`config.mk`:
```
export PLATFORM = sky130hd
export DESIGN_NAME = dtw_ref_rd_arbiter
export DESIGN_NICKNAME = d
export VERILOG_FILES = /design/src/rtl/dtw_ref_arb_pkg.sv /design/src/rtl/dtw_rr_arbiter.sv /design/src/rtl/dtw_ref_rd_arbiter.sv
export SDC_FILE = /design/constraint.sdc
export NUM_CORES = 1
export LEC_CHECK = 0
export ABC_AREA = 1
export BUFFER_PORTS_ARGS = -buffer_cell sky130_fd_sc_hd__buf_2
export CORE_MARGIN = 1
export CORE_UTILIZATION = 47
export CTS_CLUSTER_DIAMETER = 150
export DETAILED_ROUTE_END_ITERATION = 6
export PLACE_DENSITY = 0.82
export SLEW_MARGIN = 20
export SYNTH_ARGS = -nofsm -noshare
export SYNTH_HDL_FRONTEND = slang
export SYNTH_SLANG_ARGS = --single-unit
```
`constraint.sdc`:
```
create_clock -name clk_in -period 4.4 [get_ports clk_in]
set_clock_uncertainty 0.05 [all_clocks]
set_input_delay 0.66 -clock clk_in [delete_from_list [all_inputs] [get_ports clk_in]]
set_output_delay 0.66 -clock clk_in [all_outputs]
set_load 0.02 [all_outputs]
```
`src/rtl/dtw_ref_arb_pkg.sv`:
```
// rtl/dtw_ref_arb_pkg.sv - shared types and constants for the DTW reference read arbiter
package dtw_ref_arb_pkg;

  localparam int RSP_LATENCY  = 2;
  localparam int MAX_ID_WIDTH = 4;

  function automatic int id_width(input int n);
    return (n <= 2) ? 1 : $clog2(n);
  endfunction

  // Tag carried alongside the memory read so the response can be routed back.
  typedef struct packed {
    logic                    valid;
    logic [MAX_ID_WIDTH-1:0] id;
    logic                    oob;
  } pipe_tag_t;

endpackage

```
`src/rtl/dtw_rr_arbiter.sv`:
```
// rtl/dtw_rr_arbiter.sv - generic round-robin arbiter with its own priority pointer
module dtw_rr_arbiter
  import dtw_ref_arb_pkg::*;
#(
  parameter int NUM_REQ  = 4,
  parameter int ID_WIDTH = id_width(NUM_REQ)
) (
  input  logic                clk_i,
  input  logic                rst_i,
  input  logic [NUM_REQ-1:0]  req_i,
  input  logic                advance_i,
  output logic [NUM_REQ-1:0]  gnt_o,
  output logic [ID_WIDTH-1:0] idx_o
);

  logic [ID_WIDTH-1:0] ptr_q, ptr_d;
  logic                found;
  int                  j;

  // Circular search starting at the pointer; first requester found wins.
  always_comb begin
    gnt_o = '0;
    idx_o = '0;
    found = 1'b0;
    j     = 0;
    for (int k = 0; k < NUM_REQ; k++) begin
      j = int'(ptr_q) + k;
      if (j >= NUM_REQ) j = j - NUM_REQ;
      if (!found && req_i[j]) begin
        found    = 1'b1;
        gnt_o[j] = 1'b1;
        idx_o    = ID_WIDTH'(j);
      end
    end
  end

  always_comb begin
    ptr_d = ptr_q;
    if (advance_i) begin
      ptr_d = (int'(idx_o) == NUM_REQ - 1) ? '0 : idx_o + 1'b1;
    end
  end

  always_ff @(posedge clk_i or posedge rst_i) begin
    if (rst_i) begin
      ptr_q <= '0;
    end else begin
      ptr_q <= ptr_d;
    end
  end

endmodule

```
`src/rtl/dtw_ref_rd_arbiter.sv`:
```
// rtl/dtw_ref_rd_arbiter.sv - shares the reference memory read port among DTW cores
module dtw_ref_rd_arbiter
  import dtw_ref_arb_pkg::*;
#(
  parameter int NUM_REQ          = 4,
  parameter int DATA_WIDTH       = 16,
  parameter int REFMEM_PTR_WIDTH = 20,
  parameter int ID_WIDTH         = id_width(NUM_REQ)
) (
  input  logic                                clk_in,
  input  logic                                rst_in,
  input  logic                                enable_in,
  input  logic [REFMEM_PTR_WIDTH-1:0]         ref_len_in,
  input  logic [NUM_REQ-1:0]                  req_valid_in,
  input  logic [NUM_REQ*REFMEM_PTR_WIDTH-1:0] req_addr_in,
  output logic [NUM_REQ-1:0]                  req_ready_out,
  output logic [NUM_REQ-1:0]                  rsp_valid_out,
  output logic [DATA_WIDTH-1:0]               rsp_data_out,
  output logic                                rsp_err_out,
  output logic [REFMEM_PTR_WIDTH-1:0]         mem_addr_out,
  input  logic [DATA_WIDTH-1:0]               mem_data_in,
  output logic                                busy_out,
  output logic [ID_WIDTH-1:0]                 dbg_grant_out
);

  logic [NUM_REQ-1:0]          req_masked;
  logic [NUM_REQ-1:0]          gnt;
  logic [ID_WIDTH-1:0]         gnt_idx;
  logic                        gnt_any;
  logic [REFMEM_PTR_WIDTH-1:0] gnt_addr;
  logic                        gnt_oob;

  pipe_tag_t                   s1_d, s1_q, s2_q;
  logic [REFMEM_PTR_WIDTH-1:0] mem_addr_q;
  logic [ID_WIDTH-1:0]         dbg_grant_q;

  // Reset also masks requests so the grant outputs drop the instant reset asserts.
  assign req_masked = req_valid_in & {NUM_REQ{enable_in & ~rst_in}};
  assign gnt_any    = |gnt;

  dtw_rr_arbiter #(
    .NUM_REQ  (NUM_REQ),
    .ID_WIDTH (ID_WIDTH)
  ) u_rr (
    .clk_i     (clk_in),
    .rst_i     (rst_in),
    .req_i     (req_masked),
    .advance_i (gnt_any),
    .gnt_o     (gnt),
    .idx_o     (gnt_idx)
  );

  always_comb begin
    gnt_addr   = req_addr_in[int'(gnt_idx)*REFMEM_PTR_WIDTH +: REFMEM_PTR_WIDTH];
    gnt_oob    = (gnt_addr >= ref_len_in);
    s1_d       = '0;
    s1_d.valid = gnt_any;
    s1_d.id    = MAX_ID_WIDTH'(gnt_idx);
    s1_d.oob   = gnt_oob;
  end

  always_ff @(posedge clk_in or posedge rst_in) begin
    if (rst_in) begin
      s1_q        <= '0;
      s2_q        <= '0;
      mem_addr_q  <= '0;
      dbg_grant_q <= '0;
    end else begin
      s1_q <= s1_d;
      s2_q <= s1_q;
      if (gnt_any) begin
        mem_addr_q  <= gnt_addr;
        dbg_grant_q <= gnt_idx;
      end
    end
  end

  // Stage-2 tag lines up with the memory's registered read data.
  always_comb begin
    rsp_valid_out = '0;
    for (int i = 0; i < NUM_REQ; i++) begin
      rsp_valid_out[i] = s2_q.valid && (s2_q.id == MAX_ID_WIDTH'(i));
    end
  end

  assign rsp_data_out  = (s2_q.valid && !s2_q.oob) ? mem_data_in : '0;
  assign rsp_err_out   = s2_q.valid & s2_q.oob;
  assign req_ready_out = gnt;
  assign mem_addr_out  = mem_addr_q;
  assign dbg_grant_out = dbg_grant_q;
  assign busy_out      = ~rst_in & ((|req_valid_in) | s1_q.valid | s2_q.valid);

endmodule
```
==> out/metrics.cfg, run 1 <==
[global_route]
antenna_found_initial=0
first_global_vias=3777
grtUsageTotal=0.289
grt_pass1_wl_um=17100
grt_max_degree=45
globalRouteOverflowTotal=0

[yosys]
synth-edff-count=0
syn_area_per_cell_um2=6.81
synth_top_area_cell=dfrtp_1
synthArstFlopShare=1.00
yosysTopAreaCellShare=0.235
synth_cells=501
syn_area_um2=3410
ys_seq_area_frac=0.235
ys.flop_type=dfrtp_1
yosysUniqueCellTypes=32
synth.area.top_cells=dfrtp_1 (23%), nand3_1 (21%), nand2_1 (11%), ha_1 (10%), inv_1 (5.5%)
ys_ff_latch=32
synth_warnings=0
synth_fp_nets=652

[worst_setup_path]
cp-start-kind=flop
path_max_fanout=23
endpoint_kind=flop
r2r-start=u_rr.ptr_q[1]$_DFFE_PP0P_
worstSetupPathType=flop to flop
worstPathArrival_ns=4.06
required_ns=4.52
startpoint=u_rr.ptr_q[1]$_DFFE_PP0P_

[timing]
max_slew_margin=0.528
setup_slack_ns=0.461
layout_min_cycle_time_ns=3.94
setup_viol=0
tns_ns=0
rsz0062_at_grt=false
min_period_over_period=0.895
maxSlewViolCount=0
worst_pin_slew_ns=0.706
clock.fmax_mhz=254
hold_viol=0

[clock_tree]
cts_sinks=32
cts_hold_buf=0
clkLatencyLatePin_ns=0.29
cts_buffer_depth=2
clkTransAtPathRegs_ns=0.07
cts_buffers=5
htreeDepth=2
cts_root_buf=clkbuf_8
cts_tree=yes

[floorplan]
top_level_ports=171
fp.dieArea_um2=7600
rows=30
core_area_um2=6910
die_w_um=87.2
die_h_um=87.2
initial_core_util=0.494

[detailed_routing]
drtIter0Drc=275
drt_pass1_iterations=4
wl_per_cell_um=14.6
route.detailed.drc=0
vias=4089
ant_nets=0
post_drt_via_cell_ratio=5.44
wirelength_um=11000

[flow_run]
cap_violations=0

[final_layout]
diodes=0
fin_nets=805
area_growth_pct=26.8
fillers=672
multiInputGateArea_um2=2230
regArea_um2=801
drive_above_1_share=0.337

[placed_design]
dpl.hpwl_um=8400
portBuffers=170
dpl_worst_slack_ns=0.246
gp_congestion=0.882

[min_path]
worstHoldPathType=primary input to asynchronous set/reset pin

[outcome]
status=completed

Yosys cell counts, drive strengths merged (4+ instances only):
| cell type | instances |
|---|---|
| dfrtp | 32 |
| o21ai | 6 |
| clkbuf | 6 |
| nand4 | 16 |
| inv | 54 |
| nand2 | 109 |
| nor2 | 29 |
| nand3 | 160 |
| nor3 | 4 |
| ha | 28 |
| buf | 22 |
| a21oi | 10 |
| and2 | 19 |
placed cells by master (no fill, tap or decap), types with 2 or more instances in the layout:
cell type  count
nand2_2        6
inv_2          3
nor3_1         4
inv_1         50
nor2_1        24
o21ai_0        5
nand4_1       15
nand3_1      142
dfrtp_1       32
nor2_4         2
clkinv_2       2
ha_1          28
nand2_1       99
nor2_2         2
clkbuf_8       5
nand2_4        3
nand3_2       17
buf_2        170
and2_1        19
buf_4          4
a21oi_1       10
worst paths after layout:
kind	to	slack, ns	depth (start not counted)
worst max-delay path	s1_q[0]$_DFF_PP0_	0.46	18
worst min-delay path	mem_addr_out[2]$_DFFE_PP0P_	0.30	2
worst max register to register	s1_q[0]$_DFF_PP0_	0.46	18
worst min register to register	s2_q[1]$_DFF_PP0_	0.30	0
max in group asynchronous	mem_addr_out[15]$_DFFE_PP0P_	3.36	3
min in group clk_in	s2_q[1]$_DFF_PP0_	0.30	0
registers in the layout, summed over array words and instances (netlist names):
signal	count
dbg_grant_out	2
mem_addr_out	20
s1_q	4
s2_q	4
u_rr.ptr_q	2
worst max-delay path: stages, from the launching register on:
cell      delay (ns)
dfrtp_1         0.60
inv_1           0.27
ha_1            0.42
inv_1           0.11
nand3_1         0.14
nand2_4         0.11
nor2_8          0.19
nand4_4         0.35
buf_4           0.35
nand3_1         0.11
nand3_2         0.09
and2_1          0.18
ha_1            0.30
nand4_1         0.12
inv_1           0.06
o21ai_0         0.08
o211ai_1        0.12
nand2_1         0.08
nand4_1         0.07
area by class of cell:
class,instances,share of cell area
clock buffer,5,0.0159
multi-input combinational,386,0.515
sequential,32,0.185
inverter,55,0.0483
timing repair buffer,174,0.204
tap,96,0.0278
clock inverter,3,0.00434
layer usage:
| layer | GRT usage | part of all wire | vias to the layer above |
|---|---|---|---|
| met3 | 0.0540 | 0.085 | 26 |
| met5 | 0 | 0 | - |
| li1 | - | - | 1983 |
| met1 | 0.363 | 0.43 | 1849 |
| met4 | 0.124 | 0.025 | 0 |
| met2 | 0.484 | 0.46 | 231 |
metrics by stage:
step                      instances  utilization  cell area (µm²)  hold WS [ns]
after floorplan                 501            -             3410         0.281
after global placement          743        0.611             4220         0.282
after detailed placement        743        0.611             4220         0.285
after CTS                       751        0.624             4310         0.301
after global routing            751        0.626             4330         0.307
final                           751        0.626             4330         0.299
cells by family after synthesis:
| family | count (synthesis) | synth area share |
|---|---|---|
| AND/OR/NAND/NOR | 339 | 0.515 |
| buffers and inverters | 83 | 0.117 |
| flip-flops | 32 | 0.235 |
| adder cells (fa/ha/maj) | 28 | 0.103 |
| AO/OA/AOI/OAI | 19 | 0.0301 |
timing repair:
| item | in CTS | in global routing |
|---|---|---|
| setup endpoints to repair | 0 | 1 |
| buffers inserted | 0 | 0 |
| gates resized for setup | 0 | 2 |
Power of run 1 is left out: the tool's default activity adds up to more than one toggle a clock period on the data nets, which glitch-free logic cannot reach.
==> run 2, diff against run 1 <==
--- a/config.mk
+++ b/config.mk
@@ -8,10 +8,11 @@
 export ABC_AREA = 1
 export BUFFER_PORTS_ARGS = -buffer_cell sky130_fd_sc_hd__buf_2
 export CORE_MARGIN = 1
-export CORE_UTILIZATION = 47
+export CORE_UTILIZATION = 43
 export CTS_CLUSTER_DIAMETER = 150
 export DETAILED_ROUTE_END_ITERATION = 6
-export PLACE_DENSITY = 0.82
+export GPL_TIMING_DRIVEN = 0
+export PLACE_DENSITY = 0.79
 export SLEW_MARGIN = 20
 export SYNTH_ARGS = -nofsm -noshare
 export SYNTH_HDL_FRONTEND = slang
==> constraint.sdc (replaced) <==
create_clock -name clk_in -period 3.28 [get_ports clk_in]
set_clock_uncertainty 0.05 [all_clocks]
set_input_delay 0.492 -clock clk_in [delete_from_list [all_inputs] [get_ports clk_in]]
set_output_delay 0.492 -clock clk_in [all_outputs]
set_load 0.02 [all_outputs]
==> out/metrics.cfg, run 2 (synthesis gave the netlist of run 1 again) <==
[outcome]
status=finished with violations  ; was completed
violations=negative setup slack

[final_layout]
stdcell_count=806  ; was 751
fin_nets=854  ; was 805
largest_reg_flops=20  ; unchanged
regArea_um2=802  ; was 801 µm²
final_cell_mix=buf_2 (172), nand3_1 (132), nand2_1 (94)  ; was buf_2 (170), nand3_1 (142), nand2_1 (99)
fin_area_um2=5140  ; was 4330 µm²
drive_above_1_share=0.419  ; was 0.337
fillers=654  ; was 672
multiInputGateArea_um2=2440  ; was 2230 µm²
area_growth_pct=50.6  ; was 26.8%
layout_commonest_cell=buf_2  ; unchanged
diodes=0  ; unchanged

[floorplan]
initial_core_util=0.444  ; was 0.494
fp.dieArea_um2=8300  ; was 7600 µm²
core_area_um2=7690  ; was 6910 µm²
rows=32  ; was 30
top_level_ports=171  ; unchanged
die_w_um=91.1  ; was 87.2 µm
die_h_um=91.1  ; was 87.2 µm

[placed_design]
dpl_worst_slack_ns=-0.528  ; was 0.246 ns
portBuffers=169  ; was 170
placed_area_um2=4390  ; was 4220 µm²
dp.cells=772  ; was 743
dpl.hpwl_um=9190  ; was 8400 µm
gp_congestion=0.867  ; was 0.882

[global_route]
grt_pass1_wl_um=18600  ; was 17,100 µm
grtUsageTotal=0.282  ; was 0.289
globalRouteOverflowTotal=0  ; unchanged
first_global_vias=4067  ; was 3,777
grt_max_degree=42  ; was 45
antenna_found_initial=0  ; unchanged

[detailed_routing]
drt_pass1_iterations=7  ; was 4
wirelength_um=13800  ; was 11,000 µm
ant_nets=0  ; unchanged
drtIter0Drc=466  ; was 275
vias=4588  ; was 4,089
post_drt_via_cell_ratio=5.69  ; was 5.44
route.detailed.drc=0  ; unchanged
wl_per_cell_um=17.1  ; was 14.6 µm

[flow_run]
cap_violations=0  ; unchanged

[timing]
clock.fmax_mhz=301  ; was 254 MHz
setup_viol=1  ; was 0
worst_pin_slew_ns=0.376  ; was 0.706 ns
max_slew_margin=0.749  ; was 0.528
min_period_over_period=1.01  ; was 0.895
setup_slack_ns=-0.0384  ; was 0.461 ns
maxSlewViolCount=0  ; unchanged
hold_viol=0  ; unchanged
layout_min_cycle_time_ns=3.32  ; was 3.94 ns

[clock_tree]
htreeDepth=2  ; unchanged
cts_buffer_depth=2  ; unchanged
clkLatencyLatePin_ns=0.30  ; was 0.29 ns
cts_tree=yes  ; unchanged
clkTransAtPathRegs_ns=0.08  ; was 0.07 ns
cts_sinks=32  ; unchanged
cts_buffers=5  ; unchanged
cts_root_buf=clkbuf_8  ; unchanged

[worst_setup_path]
required_ns=3.40  ; was 4.52 ns
cpPeakStageDelay_ns=0.41  ; was 0.60 ns
worstPathCellList=buf_6, buf_4, nand4_1, nand3_1, nand2_2, nand2_4, nand2_4, nand3_4, buf_6, clkbuf_16, nand3_2, nand3_2, and2_1, ha_1, a21oi_2, nor2_1, o21ai_1, o211ai_1, nand2_1, nand4_1  ; was inv_1, ha_1, inv_1, nand3_1, nand2_4, nor2_8, nand4_4, buf_4, nand3_1, nand3_2, and2_1, ha_1, nand4_1, inv_1, o21ai_0, o211ai_1, nand2_1, nand4_1
worstPathArrival_ns=3.44  ; was 4.06 ns
path_max_fanout=9  ; was 23
endpoint_kind=flop  ; unchanged
cp_slowest_cell=dfrtp_1  ; unchanged
worstSetupPathType=flop to flop  ; unchanged
cp-start-kind=flop  ; unchanged

[min_path]
worstHoldPathType=primary input to asynchronous set/reset pin  ; unchanged

## run 2: path summary, 6_finish.rpt
path                            slack (ns)                 startpoint                        end  depth (start not counted)
max in group asynchronous             2.77                     rst_in  u_rr.ptr_q[1]$_DFFE_PP0P_                          3
min in group clk_in                   0.30          s1_q[2]$_DFF_PP0_          s2_q[2]$_DFF_PP0_                          0
worst min-delay path                  0.20                     rst_in          s1_q[0]$_DFF_PP0_                          3
worst max register to register       -0.04  u_rr.ptr_q[0]$_DFFE_PP0P_          s1_q[0]$_DFF_PP0_                         20
worst max-delay path                 -0.04  u_rr.ptr_q[0]$_DFFE_PP0P_          s1_q[0]$_DFF_PP0_                         20
worst min register to register        0.30          s1_q[2]$_DFF_PP0_          s2_q[2]$_DFF_PP0_                          0
## run 2: per-stage QoR
step	utilization	setup TNS [ns]	hold slack (ns)
after floorplan	-	0	0.281
after global placement	0.570	-0.484	0.283
after detailed placement	0.570	-0.528	0.292
after CTS	0.596	0	0.254
after global routing	0.668	-0.148	0.225
final	0.668	-0.0384	0.204
## run 2: layout make-up
type,count,share of cell area
timing repair buffer,193,0.221
buffer,28,0.0604
sequential,32,0.156
inverter,55,0.0424
clock inverter,2,0.00682
tap,102,0.0248
multi-input combinational,388,0.474
clock buffer,6,0.0141
## run 2: repair_timing
action / 4_1_cts / 5_1_grt
hold buffers: 0 / 0
pin swaps: 1 / 15
setup buffers: 5 / 12
gates cloned: 0 / 9
setup endpoints to repair: 1 / 1
gates resized for setup: 15 / 83
## run 2: layer usage
metal	vias up	global-route usage	share of wire
met1	2103	0.334	0.36
met2	346	0.483	0.50
met4	0	0.138	0.041
met5	-	0	0
met3	62	0.0578	0.10
li1	2077	-	-
## run 2: critical path, delay by kind of cell (launching register included)
kind	cells	cell delay [ns]
AND/OR/NAND/NOR	12	1.47
adder cells (fa/ha/maj)	1	0.19
flip-flops	1	0.41
AO/OA/AOI/OAI	3	0.41
buffers and inverters	4	0.64
Power of run 2 is left out for the same reason.
==> run 3, diff against run 2 <==
--- a/config.mk
+++ b/config.mk
@@ -7,7 +7,7 @@
 export LEC_CHECK = 0
 export ABC_AREA = 1
 export BUFFER_PORTS_ARGS = -buffer_cell sky130_fd_sc_hd__buf_2
-export CORE_MARGIN = 1
+export CORE_MARGIN = 1.5
 export CORE_UTILIZATION = 43
 export CTS_CLUSTER_DIAMETER = 150
 export DETAILED_ROUTE_END_ITERATION = 6
==> out/metrics.cfg, run 3 (synthesis gave the netlist of run 1 again) <==
[timing]
worst_pin_slew_ns=0.383  ; was 0.376 ns
hold_viol=0  ; unchanged
max_slew_margin=0.744  ; was 0.749
layout_min_cycle_time_ns=3.23  ; was 3.32 ns
min_period_over_period=0.984  ; was 1.01
clock.fmax_mhz=310  ; was 301 MHz
setup_viol=0  ; was 1
maxSlewViolCount=0  ; unchanged

[floorplan]
core_area_um2=7690  ; unchanged
die_h_um=92.1  ; was 91.1 µm
initial_core_util=0.444  ; unchanged
fp.dieArea_um2=8480  ; was 8300 µm²
top_level_ports=171  ; unchanged
die_w_um=92.1  ; was 91.1 µm
rows=32  ; unchanged

[clock_tree]
cts_buffer_depth=2  ; unchanged
cts_root_buf=clkbuf_8  ; unchanged
cts_buffers=5  ; unchanged
htreeDepth=2  ; unchanged
clkLatencyLatePin_ns=0.28  ; was 0.30 ns
cts_sinks=32  ; unchanged
cts_tree=yes  ; unchanged
clkTransAtPathRegs_ns=0.08  ; about the same

[placed_design]
placed_area_um2=4390  ; unchanged
portBuffers=169  ; unchanged
dpl.hpwl_um=9300  ; was 9190 µm
gp_congestion=0.893  ; was 0.867

[detailed_routing]
drt_pass1_iterations=5  ; was 7
wirelength_um=12300  ; was 13,800 µm
drtIter0Drc=294  ; was 466
wl_per_cell_um=15.4  ; was 17.1 µm
vias=4330  ; was 4,588
route.detailed.drc=0  ; unchanged
ant_nets=0  ; unchanged
post_drt_via_cell_ratio=5.41  ; was 5.69

[flow_run]
cap_violations=0  ; unchanged

[global_route]
antenna_found_initial=0  ; unchanged
globalRouteOverflowTotal=0  ; unchanged
grt_max_degree=42  ; unchanged
grtUsageTotal=0.279  ; was 0.282
first_global_vias=4028  ; was 4,067
grt_pass1_wl_um=18700  ; was 18,600 µm

[final_layout]
layout_commonest_cell=buf_2  ; unchanged
final_cell_mix=buf_2 (172), nand3_1 (139), nand2_1 (96)  ; was buf_2 (172), nand3_1 (132), nand2_1 (94)
area_growth_pct=42.8  ; was 50.6%
fin_area_um2=4870  ; was 5140 µm²
drive_above_1_share=0.396  ; was 0.419
fin_nets=849  ; was 854
largest_reg_flops=20  ; unchanged
fillers=699  ; was 654
diodes=0  ; unchanged

[worst_setup_path]
regToRegSetupSlack_ns=0.05  ; was -0.04 ns
worstPathArrival_ns=3.35  ; was 3.44 ns
cp-start-kind=flop  ; unchanged
worstSetupPathType=flop to flop  ; unchanged
path_max_fanout=10  ; was 9
endpoint_kind=flop  ; unchanged
required_ns=3.40  ; about the same

[min_path]
worstHoldPathType=primary input to asynchronous set/reset pin  ; unchanged

[outcome]
status=completed  ; was finished with violations

## run 3: changes by cell type in the layout (fill, tap and decap cells not counted), moves of 4 or more
| cell | previous run | this run |
|---|---|---|
| nand3_1 | 132 | 139 |
| buf_8 | 8 | 3 |
| buf_6 | 6 | 10 |
| clkbuf_16 | 6 | 2 |
| nand3_2 | 23 | 19 |
| nand3_4 | 6 | 2 |
## run 3: metrics by stage
step,setup WS [ns],hold slack (ns),utilization,cells,setup TNS [ns]
after floorplan,0.122,0.281,-,501,0
after global placement,-0.474,0.283,0.570,772,-0.474
after detailed placement,-0.540,0.294,0.570,772,-0.540
after CTS,0.0375,0.255,0.603,788,0
after global routing,-0.0699,0.218,0.634,801,-0.0699
final,0.0524,0.203,0.634,801,0
## run 3: final timing paths
check | start | end | cells past startpoint
min reg2reg | s1_q[2]$_DFF_PP0_ | s2_q[2]$_DFF_PP0_ | 0
min in group clk_in | s1_q[2]$_DFF_PP0_ | s2_q[2]$_DFF_PP0_ | 0
max | u_rr.ptr_q[0]$_DFFE_PP0P_ | s1_q[0]$_DFF_PP0_ | 22
max in group asynchronous | rst_in | u_rr.ptr_q[1]$_DFFE_PP0P_ | 3
max reg2reg | u_rr.ptr_q[0]$_DFFE_PP0P_ | s1_q[0]$_DFF_PP0_ | 22
min | rst_in | s2_q[2]$_DFF_PP0_ | 3
## run 3: final cells by class
type | count | area [µm²] | area share
Tap cell | 102 | 128 | 0.0262
Sequential cell | 32 | 803 | 0.165
Timing Repair Buffer | 190 | 1040 | 0.213
Clock inverter | 2 | 35.0 | 0.00719
Multi-Input combinational cell | 386 | 2310 | 0.473
Clock buffer | 6 | 72.6 | 0.0149
Buffer | 28 | 273 | 0.0560
Inverter | 55 | 218 | 0.0447
## run 3: critical path: stages (launching register included)
cell and delay [ns]:
dfrtp_2 0.42, buf_8 0.14, inv_4 0.06, buf_12 0.10, ha_4 0.22, inv_4 0.08
nand3_2 0.10, nand2_4 0.13, nand2_1 0.08, nand2_2 0.08, nand3_4 0.17, nand2_8 0.16
buf_6 0.16, nand2_1 0.06, nand3_1 0.11, and2_4 0.17, ha_1 0.23, nand2_1 0.12
nor2_1 0.07, o21ai_1 0.15, o211ai_1 0.11, nand2_1 0.07, nand4_1 0.07
## run 3: routing by layer
metal  global-route usage  routed length [µm]  share of wire  vias to the layer above
met2                0.483                6000           0.49                      263
met1                0.352                5000           0.41                     1975
met3               0.0381                1040          0.084                       27
met4               0.0987                 307          0.025                        0
met5                    0                   0              0                        -
li1                     -                   -              -                     2065
## run 3: timing repair
item	4_1_cts	5_1_grt
hold buffers	0	0
cloned	0	2
gates resized for setup	26	27
setup endpoints to repair	1	1
pin swaps	5	5
setup buffers	8	11
Power of run 3 is left out for the same reason.
